--- config.mk ---
export PLATFORM = sky130hd
export DESIGN_NAME = instruction_fetch
export DESIGN_NICKNAME = d
export VERILOG_FILES = /design/src/rtl/fetch_pkg.sv /design/src/rtl/fetch_fifo.sv /design/src/rtl/instruction_fetch.sv
export SDC_FILE = /design/constraint.sdc
export NUM_CORES = 1
export LEC_CHECK = 0
export BUFFER_PORTS_ARGS = -buffer_cell sky130_fd_sc_hd__buf_2
export CAP_MARGIN = 20
export CORE_ASPECT_RATIO = 0.8
export CORE_MARGIN = 2
export CORE_UTILIZATION = 49
export CTS_CLUSTER_DIAMETER = 200
export CTS_CLUSTER_SIZE = 12
export DETAILED_ROUTE_END_ITERATION = 8
export GPL_TIMING_DRIVEN = 0
export PLACE_DENSITY_LB_ADDON = 0.25
export SLEW_MARGIN = 20
export SYNTH_ARGS = -nofsm -noshare
export SYNTH_HDL_FRONTEND = slang
export SYNTH_HIERARCHICAL = 1
export SYNTH_SLANG_ARGS = --single-unit
--- constraint.sdc ---
create_clock -name clk -period 8.5 [get_ports clk]
set_input_delay 1.275 -clock clk [delete_from_list [all_inputs] [get_ports clk]]
set_output_delay 1.275 -clock clk [all_outputs]
set_load 0.02 [all_outputs]
--- src/rtl/fetch_pkg.sv ---
// Shared definitions for the instruction fetch unit: FSM state encoding,
// default buffer depth, buffer entry layout and immediate field bounds.
package fetch_pkg;

    localparam int FIFO_DEPTH_DEF = 2;

    localparam int IMM26_MSB = 25;
    localparam int IMM26_LSB = 0;
    localparam int IMM16_MSB = 15;
    localparam int IMM16_LSB = 0;

    typedef enum logic [1:0] {
        IDLE  = 2'd0,
        FETCH = 2'd1,
        HOLD  = 2'd2
    } fetch_state_e;

    typedef struct packed {
        logic [31:0] pc;
        logic [31:0] word;
    } fetch_entry_t;

    function automatic logic [31:0] next_word_addr(input logic [31:0] addr);
        return addr + 32'd4;
    endfunction

endpackage

--- src/rtl/fetch_fifo.sv ---
// Instruction buffer holding {fetch address, instruction word} pairs.
// Flush wins over push and pop; pointers wrap naturally (depth is a power of two).
module fetch_fifo
    import fetch_pkg::*;
#(
    parameter int DEPTH = FIFO_DEPTH_DEF
) (
    input  logic                     clk,
    input  logic                     rst,
    input  logic                     push,
    input  logic                     pop,
    input  logic                     flush,
    input  fetch_entry_t             push_data,
    output fetch_entry_t             head,
    output logic [$clog2(DEPTH):0]   count
);

    localparam int PW = $clog2(DEPTH);
    localparam logic [PW:0] FULL = (PW + 1)'(DEPTH);

    fetch_entry_t    mem [DEPTH];
    logic [PW-1:0]   rd_ptr;
    logic [PW-1:0]   wr_ptr;
    logic            do_push;
    logic            do_pop;

    assign do_pop  = pop && !flush && (count != '0);
    assign do_push = push && !flush && ((count != FULL) || do_pop);

    always_ff @(posedge clk or negedge rst) begin
        if (!rst) begin
            rd_ptr <= '0;
            wr_ptr <= '0;
            count  <= '0;
        end else if (flush) begin
            rd_ptr <= '0;
            wr_ptr <= '0;
            count  <= '0;
        end else begin
            if (do_push) wr_ptr <= wr_ptr + 1'b1;
            if (do_pop)  rd_ptr <= rd_ptr + 1'b1;
            case ({do_push, do_pop})
                2'b10:   count <= count + 1'b1;
                2'b01:   count <= count - 1'b1;
                default: count <= count;
            endcase
        end
    end

    // Storage needs no reset: contents are only visible while count != 0.
    always_ff @(posedge clk) begin
        if (do_push) mem[wr_ptr] <= push_data;
    end

    assign head = mem[rd_ptr];

endmodule

--- src/rtl/instruction_fetch.sv ---
// Instruction fetch: one outstanding memory request feeding a small buffer toward decode.
// Define FETCH_ALIGN_CHECK_EN to add the sticky misalign_err output and alignment gating.
//
// state | meaning
// IDLE  | after reset/flush; decides whether a request may be issued
// FETCH | request outstanding, imem_addr held until imem_ack
// HOLD  | buffer full, waiting for decode to pop an entry
module instruction_fetch
    import fetch_pkg::*;
#(
    parameter int FIFO_DEPTH = FIFO_DEPTH_DEF
) (
    input  logic        clk,
    input  logic        rst,
    input  logic [31:0] address,
    input  logic        flush,
    output logic        IncPC,
    output logic        imem_req,
    output logic [31:0] imem_addr,
    input  logic        imem_ack,
    input  logic [31:0] imem_rdata,
    output logic        instr_valid,
    input  logic        instr_ready,
    output logic [31:0] instr,
    output logic [31:0] instr_pc,
    output logic [25:0] Imm26,
    output logic [15:0] Imm16
`ifdef FETCH_ALIGN_CHECK_EN
    ,
    output logic        misalign_err
`endif
);

    localparam int CW = $clog2(FIFO_DEPTH) + 1;
    localparam logic [CW-1:0] DEPTH_C = CW'(FIFO_DEPTH);

    fetch_state_e  state;
    fetch_state_e  state_next;
    logic [CW-1:0] count;
    logic [CW-1:0] count_next;
    logic          accept;
    logic          push;
    logic          pop;
    logic          load_addr;
    logic          load_seq;
    logic          addr_bad;
    logic [31:0]   fetch_addr;
    fetch_entry_t  push_data;
    fetch_entry_t  head;

`ifdef FETCH_ALIGN_CHECK_EN
    logic err_q;

    assign fetch_addr   = address;
    assign addr_bad     = (address[1:0] != 2'b00) || err_q;
    assign misalign_err = err_q;

    always_ff @(posedge clk or negedge rst) begin
        if (!rst) begin
            err_q <= 1'b0;
        end else if (flush) begin
            err_q <= 1'b0;
        end else if (state == IDLE && count < DEPTH_C && address[1:0] != 2'b00) begin
            err_q <= 1'b1;
        end
    end
`else
    assign fetch_addr = address & 32'hFFFF_FFFC;
    assign addr_bad   = 1'b0;
`endif

    assign accept     = (state == FETCH) && imem_ack && !flush;
    assign push       = accept;
    assign pop        = instr_valid && instr_ready && !flush;
    assign count_next = count + CW'(push) - CW'(pop);

    assign IncPC      = accept;
    assign imem_req   = (state == FETCH);
    assign push_data  = '{pc: imem_addr, word: imem_rdata};

    // A new request is only entered when the post-cycle count leaves a free slot,
    // so the single outstanding ack can always be pushed.
    always_comb begin
        state_next = state;
        load_addr  = 1'b0;
        load_seq   = 1'b0;
        if (flush) begin
            state_next = IDLE;
        end else begin
            unique case (state)
                IDLE: begin
                    if (count >= DEPTH_C) begin
                        state_next = HOLD;
                    end else if (!addr_bad) begin
                        state_next = FETCH;
                        load_addr  = 1'b1;
                    end
                end
                FETCH: begin
                    if (accept) begin
                        if (count_next < DEPTH_C) begin
                            state_next = FETCH;
                            load_seq   = 1'b1;
                        end else begin
                            state_next = HOLD;
                        end
                    end
                end
                HOLD: begin
                    if (count_next < DEPTH_C) begin
                        state_next = FETCH;
                        load_addr  = 1'b1;
                    end
                end
                default: state_next = IDLE;
            endcase
        end
    end

    always_ff @(posedge clk or negedge rst) begin
        if (!rst) begin
            state <= IDLE;
        end else begin
            state <= state_next;
        end
    end

    // Back-to-back fetch: the PC advances on this cycle's IncPC, so the input
    // still shows the old value at this edge; use the next sequential word instead.
    always_ff @(posedge clk or negedge rst) begin
        if (!rst) begin
            imem_addr <= '0;
        end else if (load_addr) begin
            imem_addr <= fetch_addr;
        end else if (load_seq) begin
            imem_addr <= next_word_addr(imem_addr);
        end
    end

    fetch_fifo #(
        .DEPTH (FIFO_DEPTH)
    ) u_fifo (
        .clk       (clk),
        .rst       (rst),
        .push      (push),
        .pop       (pop),
        .flush     (flush),
        .push_data (push_data),
        .head      (head),
        .count     (count)
    );

    assign instr_valid = (count != '0);
    assign instr       = head.word;
    assign instr_pc    = head.pc;
    assign Imm26       = instr[IMM26_MSB:IMM26_LSB];
    assign Imm16       = instr[IMM16_MSB:IMM16_LSB];

endmodule
# Word-level counts from Yosys, hierarchy flattened
# Memories as Yosys holds them, arrays and structs flattened.
# Cells that the tools add are included.
[classes]
reduce_logical = 17
magnitude_cmp = 2
n_eq_ne = 7
mux = 23
n_addsub = 7
[op_table]
columns = ["op", "n"]
rows = [
  ["$mux W32", 2],
  ["$add A32 B3 Y32 const B", 1],
  ["$mux W1", 12],
  ["$mux W2", 6],
  ["$logic_and A1 B1 Y1", 8],
  ["$reduce_bool A2 Y1", 4],
  ["$pmux W2 S3", 1],
  ["$eq A2 B1 Y1 const B", 2],
  ["$eq A2 B2 Y1 const B", 2],
  ["$pmux W2 S2", 1],
  ["$ne A3 B2 Y1 const B", 1],
  ["$ne A3 B3 Y1 const B", 1],
  ["$reduce_bool A3 Y1", 1],
  ["$add A1 B1 Y1 const B", 2],
  ["$add A2 B1 Y2", 1],
  ["$add A2 B1 Y2 const B", 1],
  ["$ge A2 B2 Y1 const B", 1],
  ["$logic_not A2 Y1", 1],
  ["$lt A2 B2 Y1 const B", 1],
  ["$ne A2 B2 Y1 const B", 1],
  ["$pmux W1 S2", 1],
  ["$reduce_and A2 Y1", 1],
  ["$sub A2 B1 Y2", 1],
  ["$sub A2 B1 Y2 const B", 1],
  ["2 further kinds", 2],
]
[totals]
word_cells = 62
input_bits = 69
regBits = 38
mem_bits_rw = 128
memories = 1
[memory_table]
columns = ["name", "depth", "word_bits", "read_ports", "rd_clocked_by_memory_dff", "wr", "line", "rtl"]
rows = [
  ["u_fifo.mem", 2, 64, 1, 0, 1, "fetch_fifo.sv:21", "fetch_entry_t mem [DEPTH];"],
]

# Depth between registers and ports, before layout
[depth]
ltp_word = 12
depth_mapped = 10
mapped_depth_nobuf = 8

# By module
# The synthesis kept the hierarchy.
[modules_own_cells]
columns = ["module", "instances", "cells_per_inst", "area_each_um2"]
rows = [
  ["fetch_fifo", 1, 223, 4834.6],
  ["instruction_fetch", 1, 280, 2324.7],
]

# Worst setup path before layout
# Ideal clock, no wire load.
[synth_timing]
path_kind = "in2reg"
startpoint = "input port flush"
endpoint = "memory u_fifo/mem[1][0] (netlist name), enable pin"
arrival_time_ns = 6.986
cell_stages = 4
n_path_buf = 1
path_slack_ns = 0.935
path_cell_list = "nor4bb_1 > clkdlybuf4s15_1 > o31ai_1 > nor3b_1"
[synth_via]
word_cells_on_any_way = 10
[synth_rtl]
columns = ["element", "line", "rtl"]
rows = [
  ["start: declaration", "instruction_fetch.sv:16", "input logic flush,"],
  ["$logic_not A1 Y1", "instruction_fetch.sv:72", "assign accept = (state == FETCH) && imem_ack && !flush;"],
  ["$logic_and A1 B1 Y1", "instruction_fetch.sv:72", ""],
  ["named net IncPC", "instruction_fetch.sv:17", "output logic IncPC,"],
  ["$logic_and A1 B1 Y1 (2 in series)", "fetch_fifo.sv:28", "assign do_push = push && !flush && ((count != FULL) || do_pop);"],
  ["$mux W1", "fetch_fifo.sv:52", "if (do_push) mem[wr_ptr] <= push_data;"],
  ["$mux W1 (not written as such)", "fetch_fifo.sv:52", ""],
  ["end: declaration", "fetch_fifo.sv:21", ""],
]
# The timed path passes the listed nets, and every way through them passes these cells.

# Final worst setup path
[layout_timing]
startpoint = "input port flush"
endpoint = "memory u_fifo/mem[1][2] (netlist name), enable pin"
[layout_via]
elab_chain_len = 8
word_cells_on_any_way = 10
[layout_lines]
columns = ["element", "line", "rtl"]
rows = [
  ["$logic_not A1 Y1 *", "n/a", ""],
  ["$logic_and A1 B1 Y1", "instruction_fetch.sv:74", "assign pop = instr_valid && instr_ready && !flush;"],
  ["$logic_and A1 B1 Y1 (2 in series)", "fetch_fifo.sv:27", "assign do_pop = pop && !flush && (count != '0);"],
  ["$logic_or A1 B1 Y1", "fetch_fifo.sv:28", ""],
  ["$logic_and A1 B1 Y1 *", "fetch_fifo.sv:28", ""],
  ["$mux W1 *", "fetch_fifo.sv:52", ""],
  ["$mux W1 (not written as such) *", "fetch_fifo.sv:52", ""],
]
# Every way passes the cells marked *; elsewhere a longest branch is shown, timed or not.

==> load_flow_metrics.sql <==
INSERT INTO impl_metrics (metric_group, metric, value, unit) VALUES
('clock_tree', 'numClockSinks', '164', ''),
('power_and_ir_drop', 'power_report.internal_total', '1530', 'uW'),
('global_routing', 'grt-ovfl-total', '0', ''),
('clock_tree', 'post-cts-setup-buffers', '0', ''),
('placement', 'place.gp.congestion', '0.791', ''),
('outcome', 'outcome', 'finished clean', ''),
('synth', 'synth_sequential_area_ratio', '66.3', '%'),
('clock_tree', 'cts_repair_resize_count', '0', ''),
('sta', 'postLayoutSetupSlackWorst', '4.51', 'ns'),
('flow_run', 'max_cap_viol_count', '0', ''),
('global_routing', 'tot_gr_track_use', '21.4', '%'),
('final_layout', 'final.fill_count', '1077', ''),
('sta', 'setup_total_negative_slack', '0', 'ns'),
('synth', 'combinational_family_with_the_most_area_after_synthesis', 'multiplexers', ''),
('clock_tree', 'clock_path_buffers', '2', ''),
('clock_tree', 'cts_tree', 'yes', ''),
('sta', 'worst-slew-pin-transition', '0.838', 'ns'),
('detailed_routing', 'routed_wirelength', '16500', 'um'),
('floorplan', 'io-pin-count', '210', ''),
('power_and_ir_drop', 'power.leakage', '0.00370', 'uW'),
('final_layout', 'most-common-layout-cells', 'sky130_fd_sc_hd__buf_2, sky130_fd_sc_hd__edfxtp_1, sky130_fd_sc_hd__mux2_2', ''),
('detailed_routing', 'route.detailed.wl_per_inst', '17.5', 'um'),
('clock_tree', 'ctsRootBufferMaster', 'sky130_fd_sc_hd__clkbuf_16', ''),
('synth', 'yosys-top-cells-area', 'sky130_fd_sc_hd__edfxtp_1, sky130_fd_sc_hd__dfrtp_1, sky130_fd_sc_hd__mux2_2', ''),
('floorplan', 'die_height', '112', 'um'),
('synth', 'post_synth_num_cell_types', '54', ''),
('synth', 'netlist_area', '7160', 'um2'),
('worst_setup_path', 'crit_required', '8.62', 'ns'),
('synth', 'multiplexer_share_of_the_synthesized_area', '10.4', '%'),
('worst_setup_path', 'setup.worst_path.end_class', 'register', ''),
('placement', 'preCtsSetupSlack', '4.06', 'ns'),
('synth', 'synth_compound_gate_area_share', '5.24', '%'),
('detailed_routing', 'first_iter_violations', '350', ''),
('power_and_ir_drop', 'power.ir.vdd_worst', '167', 'uV'),
('synth', 'synth.yosys.warnings', '6', ''),
('floorplan', 'initial_core_util', '50.1', '%'),
('global_routing', 'grt_start_max_net_pins', '37', ''),
('final_layout', 'flow.area_growth_from_synthesis', '27.8', '%'),
('global_routing', 'antenna_found_initial', '0', ''),
('sta', 'max_transition_margin', '44.2', '%'),
('synth', 'mean_instance_size_in_the_synthesized_netlist', '14.2', 'um2'),
('detailed_routing', 'post-route-drc-count', '0', ''),
('power_and_ir_drop', 'power.switching_fraction', '26.6', '%'),
('power_and_ir_drop', 'p_per_area', '229', 'nW/um2'),
('worst_setup_path', 'startpoint_type', 'input port', ''),
('power_and_ir_drop', 'power.share.clock', '37.3', '%'),
('final_layout', 'insertedDiodeCount', '0', ''),
('power_and_ir_drop', 'p_comb_share', '13.7', '%'),
('floorplan', 'core.rowCount', '39', ''),
('power_and_ir_drop', 'flop_pwr_share', '49.0', '%'),
('synth', 'yosysTopAreaCell', 'sky130_fd_sc_hd__edfxtp_1', ''),
('sta', 'clock_skew', '0.0111', 'ns'),
('clock_tree', 'clock_tree.htree_level_count', '4', ''),
('sta', 'setup_viol', '0', ''),
('sta', 'rsz0062_at_grt', 'no', ''),
('sta', 'timing.fmax', '0.251', 'GHz'),
('synth', 'synth_top_area_share', '53.7', '%'),
('placement', 'dpl.hpwl', '11900', 'um'),
('detailed_routing', 'detail-route-antenna-nets', '0', ''),
('clock_tree', 'holdBufCountCts', '0', ''),
('sta', 'final_max_slew_violation_count', '0', ''),
('final_layout', 'final_cell_count_no_fill', '942', ''),
('min_path', 'timing.hold.worst.class', 'register to register', ''),
('detailed_routing', 'first_pass_iters', '6', ''),
('final_layout', 'final_nets', '817', ''),
('detailed_routing', 'routed-via-count', '4963', ''),
('global_routing', 'grt_pass1_wl', '25700', 'um'),
('worst_setup_path', 'timing.setup.critical_path_class', 'input port to register', ''),
('floorplan', 'die_area', '15600', 'um2'),
('synth', 'synth-xor-area-share', '2.80', '%'),
('clock_tree', 'path_clk_slew', '0.06', 'ns');
logic make-up after synthesis:
kind of cell,Yosys count
buffers and inverters,74
and+or+nand+nor,117
AOI/OAI and AO/OA,58
DFF,164
other,1
xor gates and xnor gates,21
muxes,66
adders and majority gates,2
power by group through the flow:
stage          sequential [uW]  combinational, uW  clock [uW]
2_1_floorplan             1060                130           0
3_3_place_gp              1030                277           0
3_5_place_dp              1040                285           0
4_1_cts                   1020                287         795
5_1_grt                   1030                309         826
6_report                  1020                286         781
registers in the layout (all words and copies together) (netlist names):
name	flops
imem_addr	30
state	2
u_fifo/count	2
u_fifo/mem	128
u_fifo/rd_ptr	1
u_fifo/wr_ptr	1
per-stage QoR:
stage	power, uW	util, %	instance area [um2]	hold slack (ns)
CTS	2110	64.0	9150	0.559
global placement	1310	59.0	8430	0.524
detailed placement	1320	59.8	8550	0.546
global route	2170	64.0	9150	0.582
floorplan	1190	-	7180	0.516
finish	2090	64.0	9150	0.563
layout make-up:
cell class | count | area (um2) | area share, %
clock inverter | 12 | 163 | 1.78
multi-input combinational | 270 | 1970 | 21.5
inverter | 10 | 37.5 | 0.410
tap | 184 | 230 | 2.52
clock buffer | 19 | 433 | 4.73
sequential | 164 | 4740 | 51.9
buffer | 64 | 439 | 4.80
timing repair buffer | 219 | 1130 | 12.4
routing by layer:
metal	global-route usage, %	vias to the layer above	wire (um)	share of wire [%]
li1	-	2308	-	-
met1	28.2	2385	7010	43
met2	35.1	245	8010	49
met3	5.20	25	1180	7.2
met4	7.54	0	286	1.7
met5	0	-	0	0
worst max-delay path, stage by stage:
cell and delay [ns]:
sky130_fd_sc_hd__buf_2 0.19, sky130_fd_sc_hd__nor4bb_1 0.31, sky130_fd_sc_hd__clkdlybuf4s15_1 0.55, sky130_fd_sc_hd__o31ai_1 0.24, sky130_fd_sc_hd__nor3b_2 0.45, sky130_fd_sc_hd__buf_4 0.28
sky130_fd_sc_hd__buf_4 0.21, sky130_fd_sc_hd__buf_6 0.18, sky130_fd_sc_hd__buf_4 0.21, sky130_fd_sc_hd__buf_4 0.21
path summary, 6_finish.rpt:
check / depth (start not counted) / slack (ns) / end / startpoint
hold reg to reg: 0 / 0.56 / u_fifo/mem[0][63]$_DFFE_PP_ / imem_addr[31]$_DFFE_PN0P_
hold / removal: 0 / 0.56 / u_fifo/mem[0][63]$_DFFE_PP_ / imem_addr[31]$_DFFE_PN0P_
setup / recovery: 10 / 4.51 / u_fifo/mem[1][2]$_DFFE_PP_ / flush
max in group asynchronous: 1 / 7.01 / imem_addr[17]$_DFFE_PN0P_ / rst
min in group asynchronous: 1 / 0.96 / imem_addr[24]$_DFFE_PN0P_ / rst
setup reg to reg: 9 / 5.11 / u_fifo/mem[1][2]$_DFFE_PP_ / state[1]$_DFFE_PN0P_
cell usage after synthesis, types with 2 or more instances:
| library cell | instances |
|---|---|
| sky130_fd_sc_hd__nor3_1 | 11 |
| sky130_fd_sc_hd__edfxtp_1 | 128 |
| sky130_fd_sc_hd__o211ai_1 | 3 |
| sky130_fd_sc_hd__and4_1 | 3 |
| sky130_fd_sc_hd__xnor2_1 | 17 |
| sky130_fd_sc_hd__o21ai_0 | 24 |
| sky130_fd_sc_hd__nor4_1 | 6 |
| sky130_fd_sc_hd__ha_1 | 2 |
| sky130_fd_sc_hd__buf_4 | 44 |
| sky130_fd_sc_hd__and3_1 | 2 |
| sky130_fd_sc_hd__inv_1 | 10 |
| sky130_fd_sc_hd__clkbuf_1 | 7 |
| sky130_fd_sc_hd__nand2_1 | 41 |
| sky130_fd_sc_hd__nor2b_1 | 4 |
| sky130_fd_sc_hd__or3_1 | 2 |
| sky130_fd_sc_hd__o31ai_1 | 3 |
| sky130_fd_sc_hd__dfrtp_1 | 36 |
| sky130_fd_sc_hd__nand4_1 | 5 |
| sky130_fd_sc_hd__nor2_1 | 15 |
| sky130_fd_sc_hd__o311ai_0 | 5 |
| sky130_fd_sc_hd__nand3_1 | 15 |
| sky130_fd_sc_hd__xor2_1 | 3 |
| sky130_fd_sc_hd__a31oi_1 | 4 |
| sky130_fd_sc_hd__buf_2 | 9 |
| sky130_fd_sc_hd__a21oi_1 | 8 |
| sky130_fd_sc_hd__a22oi_1 | 2 |
| sky130_fd_sc_hd__mux2_2 | 66 |
| sky130_fd_sc_hd__or4_1 | 2 |
No activity file was read; power rests on OpenSTA's default activity.
